<file path="config.mk">
export PLATFORM = sky130hd
export DESIGN_NAME = conv_weight_scheduler
export DESIGN_NICKNAME = d
export VERILOG_FILES = /design/src/rtl/conv_weight_scheduler.sv
export SDC_FILE = /design/constraint.sdc
export NUM_CORES = 1
export LEC_CHECK = 0
export BUFFER_PORTS_ARGS = -buffer_cell sky130_fd_sc_hd__buf_4
export CORE_ASPECT_RATIO = 0.9
export CORE_MARGIN = 3
export CORE_UTILIZATION = 61
export DETAILED_ROUTE_END_ITERATION = 16
export GPL_TIMING_DRIVEN = 0
export HOLD_SLACK_MARGIN = 0.02
export MAX_ROUTING_LAYER = met4
export PLACE_DENSITY = 0.89
export SYNTH_ARGS = -nofsm -noshare
export SYNTH_HDL_FRONTEND = slang
export SYNTH_SLANG_ARGS = --single-unit
export TNS_END_PERCENT = 10
</file>
<file path="constraint.sdc">
create_clock -name clk_i -period 4.2 [get_ports clk_i]
set_clock_uncertainty 0.15 [all_clocks]
set_input_delay 1.05 -clock clk_i [delete_from_list [all_inputs] [get_ports clk_i]]
set_output_delay 1.05 -clock clk_i [all_outputs]
set_load 0.02 [all_outputs]
</file>
<file path="src/rtl/conv_weight_scheduler.sv">
// Double-buffered weight controller for one conv_layer: streams a weight set into a shadow bank
// and swaps it in only at a drained frame boundary. Optional stats: CONV_WEIGHT_SCHED_STATS_EN.
`timescale 1ns/1ps
module conv_weight_scheduler #(
  parameter int unsigned LineWidthPx = 16,
  parameter int unsigned LineCountPx = 12,
  parameter int unsigned KernelWidth = 3,
  parameter int unsigned WeightWidth = 2,
  parameter int unsigned InChannels  = 1,
  parameter int unsigned OutChannels = 2
) (
  input  logic                   clk_i,
  input  logic                   rst_ni,
  input  logic                   wt_valid_i,
  output logic                   wt_ready_o,
  input  logic [WeightWidth-1:0] wt_data_i,
  input  logic                   wt_last_i,
  input  logic                   px_valid_i,
  output logic                   px_ready_o,
  output logic                   px_valid_o,
  input  logic                   px_ready_i,
  input  logic                   conv_valid_i,
  output logic [OutChannels*InChannels*KernelWidth*KernelWidth*WeightWidth-1:0] weights_o,
  output logic                   active_o,
`ifdef CONV_WEIGHT_SCHED_STATS_EN
  output logic [15:0]            swap_cnt_o,
  output logic [15:0]            stall_cnt_o,
`endif
  output logic                   err_o
);

  localparam int unsigned KernelArea = KernelWidth * KernelWidth;
  localparam int unsigned NumWeights = OutChannels * InChannels * KernelArea;
  localparam int unsigned BankW      = NumWeights * WeightWidth;
  localparam int unsigned FramePx    = LineWidthPx * LineCountPx;
  localparam int unsigned CntW       = $clog2(NumWeights);
  localparam int unsigned PxCntW     = $clog2(FramePx);

  typedef enum logic {
    StLoad = 1'b0,
    StPend = 1'b1
  } state_e;

  state_e            state_q, state_d;
  logic [CntW-1:0]   wr_cnt_q, wr_cnt_d;
  logic [PxCntW-1:0] px_cnt_q, px_cnt_d;
  logic [BankW-1:0]  shadow_q, shadow_d;
  logic [BankW-1:0]  active_q, active_d;
  logic              active_vld_q, active_vld_d;
  logic              err_q, err_d;
  logic              ready_q, ready_d;

  logic wt_fire_c, at_last_c, px_zero_c, admit_c, px_fire_c, swap_c;

  // Pixel gate: closed before the first set and while a pending swap waits at a boundary.
  assign px_zero_c  = (px_cnt_q == '0);
  assign admit_c    = active_vld_q & ~(px_zero_c & (state_q == StPend));
  assign px_valid_o = px_valid_i & admit_c;
  assign px_ready_o = px_ready_i & admit_c;
  assign px_fire_c  = px_valid_o & px_ready_i;

  assign wt_fire_c  = wt_valid_i & ready_q;
  assign at_last_c  = (wr_cnt_q == CntW'(NumWeights - 1));
  assign swap_c     = (state_q == StPend) & px_zero_c & ~conv_valid_i;

  always_ff @(posedge clk_i or negedge rst_ni) begin
    if (!rst_ni) begin
      state_q      <= StLoad;
      wr_cnt_q     <= '0;
      px_cnt_q     <= '0;
      shadow_q     <= '0;
      active_q     <= '0;
      active_vld_q <= 1'b0;
      err_q        <= 1'b0;
      ready_q      <= 1'b0;
    end else begin
      state_q      <= state_d;
      wr_cnt_q     <= wr_cnt_d;
      px_cnt_q     <= px_cnt_d;
      shadow_q     <= shadow_d;
      active_q     <= active_d;
      active_vld_q <= active_vld_d;
      err_q        <= err_d;
      ready_q      <= ready_d;
    end
  end

  always_comb begin
    state_d      = state_q;
    wr_cnt_d     = wr_cnt_q;
    px_cnt_d     = px_cnt_q;
    shadow_d     = shadow_q;
    active_d     = active_q;
    active_vld_d = active_vld_q;
    err_d        = err_q;

    unique case (state_q)
      StLoad: begin
        if (wt_fire_c) begin
          for (int unsigned k = 0; k < NumWeights; k++) begin
            if (wr_cnt_q == CntW'(k)) shadow_d[k*WeightWidth +: WeightWidth] = wt_data_i;
          end
          // A misplaced last marker discards the partial set and restarts the count.
          if (wt_last_i != at_last_c) begin
            err_d    = 1'b1;
            wr_cnt_d = '0;
          end else if (at_last_c) begin
            state_d  = StPend;
            wr_cnt_d = '0;
          end else begin
            wr_cnt_d = wr_cnt_q + CntW'(1);
          end
        end
      end
      StPend: begin
        if (swap_c) begin
          active_d     = shadow_q;
          active_vld_d = 1'b1;
          state_d      = StLoad;
          wr_cnt_d     = '0;
        end
      end
      default: state_d = StLoad;
    endcase

    ready_d = (state_d == StLoad);

    if (px_fire_c) begin
      px_cnt_d = (px_cnt_q == PxCntW'(FramePx - 1)) ? '0 : px_cnt_q + PxCntW'(1);
    end
  end

  assign wt_ready_o = ready_q;
  assign weights_o  = active_q;
  assign active_o   = active_vld_q;
  assign err_o      = err_q;

`ifdef CONV_WEIGHT_SCHED_STATS_EN
  logic [15:0] swap_cnt_q, swap_cnt_d;
  logic [15:0] stall_cnt_q, stall_cnt_d;

  // Saturating swap and stall counters.
  always_comb begin
    swap_cnt_d  = swap_cnt_q;
    stall_cnt_d = stall_cnt_q;
    if (swap_c && (swap_cnt_q != 16'hFFFF)) swap_cnt_d = swap_cnt_q + 16'd1;
    if (px_valid_i && !admit_c && (stall_cnt_q != 16'hFFFF)) stall_cnt_d = stall_cnt_q + 16'd1;
  end

  always_ff @(posedge clk_i or negedge rst_ni) begin
    if (!rst_ni) begin
      swap_cnt_q  <= '0;
      stall_cnt_q <= '0;
    end else begin
      swap_cnt_q  <= swap_cnt_d;
      stall_cnt_q <= stall_cnt_d;
    end
  end

  assign swap_cnt_o  = swap_cnt_q;
  assign stall_cnt_o = stall_cnt_q;
`endif

endmodule

</file>
# Yosys cells after proc, flatten, opt, wreduce, memory -nomap -nowiden
# Index checks and enable logic that the tools add are counted.
word_totals:
  reg_bits: 89
  input_bits: 9
  output_inout_bits: 41
  wordCells: 93
op_classes:
  n_addsub: 2
  eq_ne: 21
  mux: 11
  bitwise_logic: 11
  n_reduce_logical: 23
ops:
  columns: ["op", "count"]
  rows:
  - ["$reduce_and 3->1", 19]
  - ["$eq 5x4->1 const B", 8]
  - ["$eq 5x3->1 const B", 4]
  - ["$mux 5", 4]
  - ["$eq 5x2->1 const B", 2]
  - ["$eq 5x5->1 const B", 2]
  - ["$pmux 5 s2", 1]
  - ["$add 8x1->8 const B", 1]
  - ["$eq 8x8->1 const B", 1]
  - ["$logic_not 8->1", 1]
  - ["$mux 8", 1]
  - ["$and 1x1->1", 7]
  - ["$add 5x1->5 const B", 1]
  - ["$eq 5x1->1 const B", 1]
  - ["$logic_not 5->1", 1]
  - ["$mux 1", 4]
  - ["$not 1->1", 4]
  - ["$reduce_and 2->1", 2]
  - ["$ne 2x1->1 const B", 1]
  - ["$ne 2x2->1 const B", 1]
  - ["$pmux 1 s2", 1]
  - ["$ne 1x1->1", 1]

# Longest topological paths before layout
depth:
  depth_word: 6
  depth_mapped: 8
  depth_no_buf: 7

# Least setup slack after synthesis
# OpenSTA, ideal clock, no wires.
synth_path:
  path_kind: "input -> output"
  start: "in px_ready_i"
  end: "out px_ready_o"
  arrival_ns: 1.296
  setup_slack_ns: 1.704
  path_stages: 1
  path_cell_list: "and3_1"
synth_via:
  elab_chain_cells: 1
synth_lines:
  columns: ["element", "line", "source"]
  rows:
  - ["from (decl)", "21", "input logic px_ready_i,"]
  - ["$and 1x1->1", "59", "assign px_ready_o = px_ready_i & admit_c;"]
  - ["to (decl)", "19", "output logic px_ready_o,"]
# No other way between the ends.

# Worst setup path after layout
layout_path:
  start: "reg px_cnt_q[0]"
  end: "out px_valid_o"
layout_via:
  elab_chain_cells: 5
layout_lines:
  columns: ["element", "line", "source"]
  rows:
  - ["from (decl)", "46", "logic [PxCntW-1:0] px_cnt_q, px_cnt_d;"]
  - ["from (signal assigned)", "79", "px_cnt_q <= px_cnt_d;"]
  - ["$logic_not 8->1", "56", "assign px_zero_c = (px_cnt_q == '0);"]
  - ["$and 1x1->1", "57", "assign admit_c = active_vld_q & ~(px_zero_c & (state_q == StPend));"]
  - ["$not 1->1", "57", null]
  - ["$and 1x1->1", "57", null]
  - ["$and 1x1->1", "58", "assign px_valid_o = px_valid_i & admit_c;"]
  - ["to (decl)", "20", "output logic px_valid_o,"]
# No other way between the ends.

==> out/metrics.csv <==
metric,value,unit
Longest Clk Path Bufs,2,
largest net degree at the start of global routing,90,
critical path launch point type,flip-flop,
Worst-Margin Slew,1.05,ns
layout cells sized above 1,44.8,%
M1 WL,3.16,mm
compound-gate portion of the synthesized area,2.64,%
setup bufs post-CTS,0,
GRT Util Overall,21.5,%
dpl hpwl,4.77,mm
register bit total from synthesis,89,
Hold Fails Final Rpt,0,
Final Slew Violations,0,
WL met3,298,um
H-tree levels,3,
# rows,27,
drt wl/cell,16.8,um
min cycle time layout,3.05,ns
crit path cell chain,inv_1 > ha_1 > nor4bb_4 > nand2_1 > and3_1 > buf_4,
RSZ-0062 raised after global routing,no,
sequential-to-total area share from yosys stat,55.9,%
CTS tree,done,
FMAX,328,MHz
post-CTS sizing,0,
adder-cell share of the synthesized area,2.51,%
relative slew slack,29.7,%
cells after synthesis,272,
1st-iter DRT viols,178,
Starting Density,64.0,%
PD cells,396,nW/um2
post-synthesis simple-gate area fraction,10.9,%
mux contribution to synthesized area,24.2,%
"Buf+Inv Stages, Crit Path",2,
first-pass GRT wire length,12.0,mm
Routed WL,7.14,mm
CTS Buf Count,9,
Antenna Cells,0,
maxcap violations,0,
most frequent cells in the layout,"dfrtp_1 (89), buf_4 (49), mux2_2 (37)",
DRC viols,0,
mapped cell area,3980,um2
initial antenna violation count,0,
Vias/cell,5.60,
share of the synthesized area in the top cell type,55.9,%
Die H,82.6,um
worst skew pair latency,0.36,ns
endpoints failing setup,0,
clk sinks,89,
crit path max fanout,6,
synth warn,0,
setup_tns,0,ns
CTS Root Cell,clkbuf_8,
Post-DRT Antenna Nets,0,
Post-Synth XOR/XNOR Area,0.440,%
VDD IR max,0.290,mV
Area Overhead vs Synth,17.1,%
top_reg_cell synth,dfrtp_1,
Synth cell types,38,
CP arrival,1.85,ns
Crit-path slowest cell,dfrtp_1,
"top cells by area, synth","dfrtp_1 (56%), mux2_4 (11%), mux2_2 (10%), nand2_1 (2.5%), ha_1 (2.5%)",
max layer used,met4,
Setup crit end kind,output port,
Final Power,0.00185,W
Crit Path Class,flip-flop to output port,
Synth Area per Inst,14.6,um2
fin crit share,72.6,%
RD Place Congestion,0.872,
cell type contributing the most total cell area after synthesis,dfrtp_1,
die area,7530,um2
Post-synth EDFFs,0,
I/O pins,50,
"Async S/R FF share, synth",100,%
vias in the first global route,2452,
combinational family with the most area after synthesis,multiplexers,
hold buffer count at CTS,0,
critical path required time,3.00,ns
die width,91.2,um
Worst-path clk slew,0.08,ns
Mapped Nets,289,
leakage power total,2.29,nW
critical path's largest stage delay,0.45,ns
Hold Crit Class,flip-flop to flip-flop,
Core ar.,6220,um2
total gr overflow,0,
First-pass DRT Iterations,5,
outcome,"finished, final reports clean",
final net count,349,
number of port buffers,49,
Vias,2375,
CP top delay family,simple AND/OR/NAND/NOR gates,
metal2 WL,3.50,mm
"commonest non-fill, non-tap cell in the layout",dfrtp_1,
-- report_power, final --
| group | internal (W) | switching [W] |
|---|---|---|
| Clock | 0.000292 | 0.000301 |
| Combinational | 0.000122 | 0.000129 |
| Sequential | 0.000944 | 0.0000572 |
| Total | 0.00136 | 0.000487 |
-- metrics by stage --
stage	hold slack (ns)	util [%]	cells	area (um2)	setup slack, ns
6_report	0.346	75.0	424	4660	1.15
5_1_grt	0.374	75.0	424	4660	1.05
4_1_cts	0.350	75.0	424	4660	1.15
2_1_floorplan	0.309	-	272	3980	1.70
3_3_place_gp	0.322	71.7	408	4460	1.54
3_5_place_dp	0.310	71.7	408	4460	1.53
-- area by class of cell --
type | instances | area, um2
fillers | 405 | 1550
inverters | 8 | 30.0
flip-flops and latches | 89 | 2230
plain buffers | 9 | 104
multi-input cells | 166 | 1620
well taps | 87 | 109
clock inverters | 6 | 67.6
clock buffers | 10 | 138
repair buffers | 49 | 368
-- worst reg2reg max path: cells and delay by family (launching register included) --
family | cells | cell delay [ns]
buffers and inverters | 1 | 0.11
adder cells (fa/ha/maj) | 2 | 0.65
flip-flops | 1 | 0.43
AND/OR/NAND/NOR | 2 | 0.75
AO/OA/AOI/OAI | 2 | 0.38
-- synth_stat cells, types with 3 or more instances --
cell type	instances
or2_2	3
and3_1	4
nor2_1	5
nand4_1	3
nand2_1	27
nand3_1	6
o21ai_0	3
a21oi_1	3
mux2_2	37
mux2i_1	3
ha_1	8
buf_12	3
inv_1	8
mux2_4	30
dfrtp_1	89
mux2_1	6
o2bb2ai_1	4
-- final timing paths --
path                       cells after the start                     from  slack, ns                         to
max in group asynchronous                      1                   rst_ni       2.49    px_cnt_q[1]$_DFFE_PN0P_
hold reg to reg                                1        err_o$_DFFE_PN0P_       0.35          err_o$_DFFE_PN0P_
hold / removal                                 1        err_o$_DFFE_PN0P_       0.35          err_o$_DFFE_PN0P_
setup reg to reg                               7  wr_cnt_q[1]$_DFFE_PN0P_       1.66    wr_cnt_q[3]$_DFFE_PN0P_
min in group asynchronous                      1                   rst_ni       0.73  weights_o[15]$_DFFE_PN0P_
setup / recovery                               6  px_cnt_q[0]$_DFFE_PN0P_       1.15                 px_valid_o
-- flip-flops by register name, indices dropped and copies added, names as in the netlist --
register	cells
active_o	1
wt_ready_o	1
err_o	1
shadow_q	36
px_cnt_q	8
weights_o	36
state_q	1
wr_cnt_q	5
-- per-layer routing --
metal	global-route usage (%)	up-vias
met5	-	-
met2	36.1	76
met1	25.5	1194
met4	10.1	0
met3	4.26	17
li1	-	1088
-- logic make-up (layout without fill, tap and decap cells) --
logic type,Yosys count,after routing
fa+ha+maj,8,8
xor+xnor,2,2
mux,76,76
buf+inv,17,82
simple gates,64,64
compound gates,16,16
flops,89,89
No activity file was read; power rests on OpenSTA's default activity.
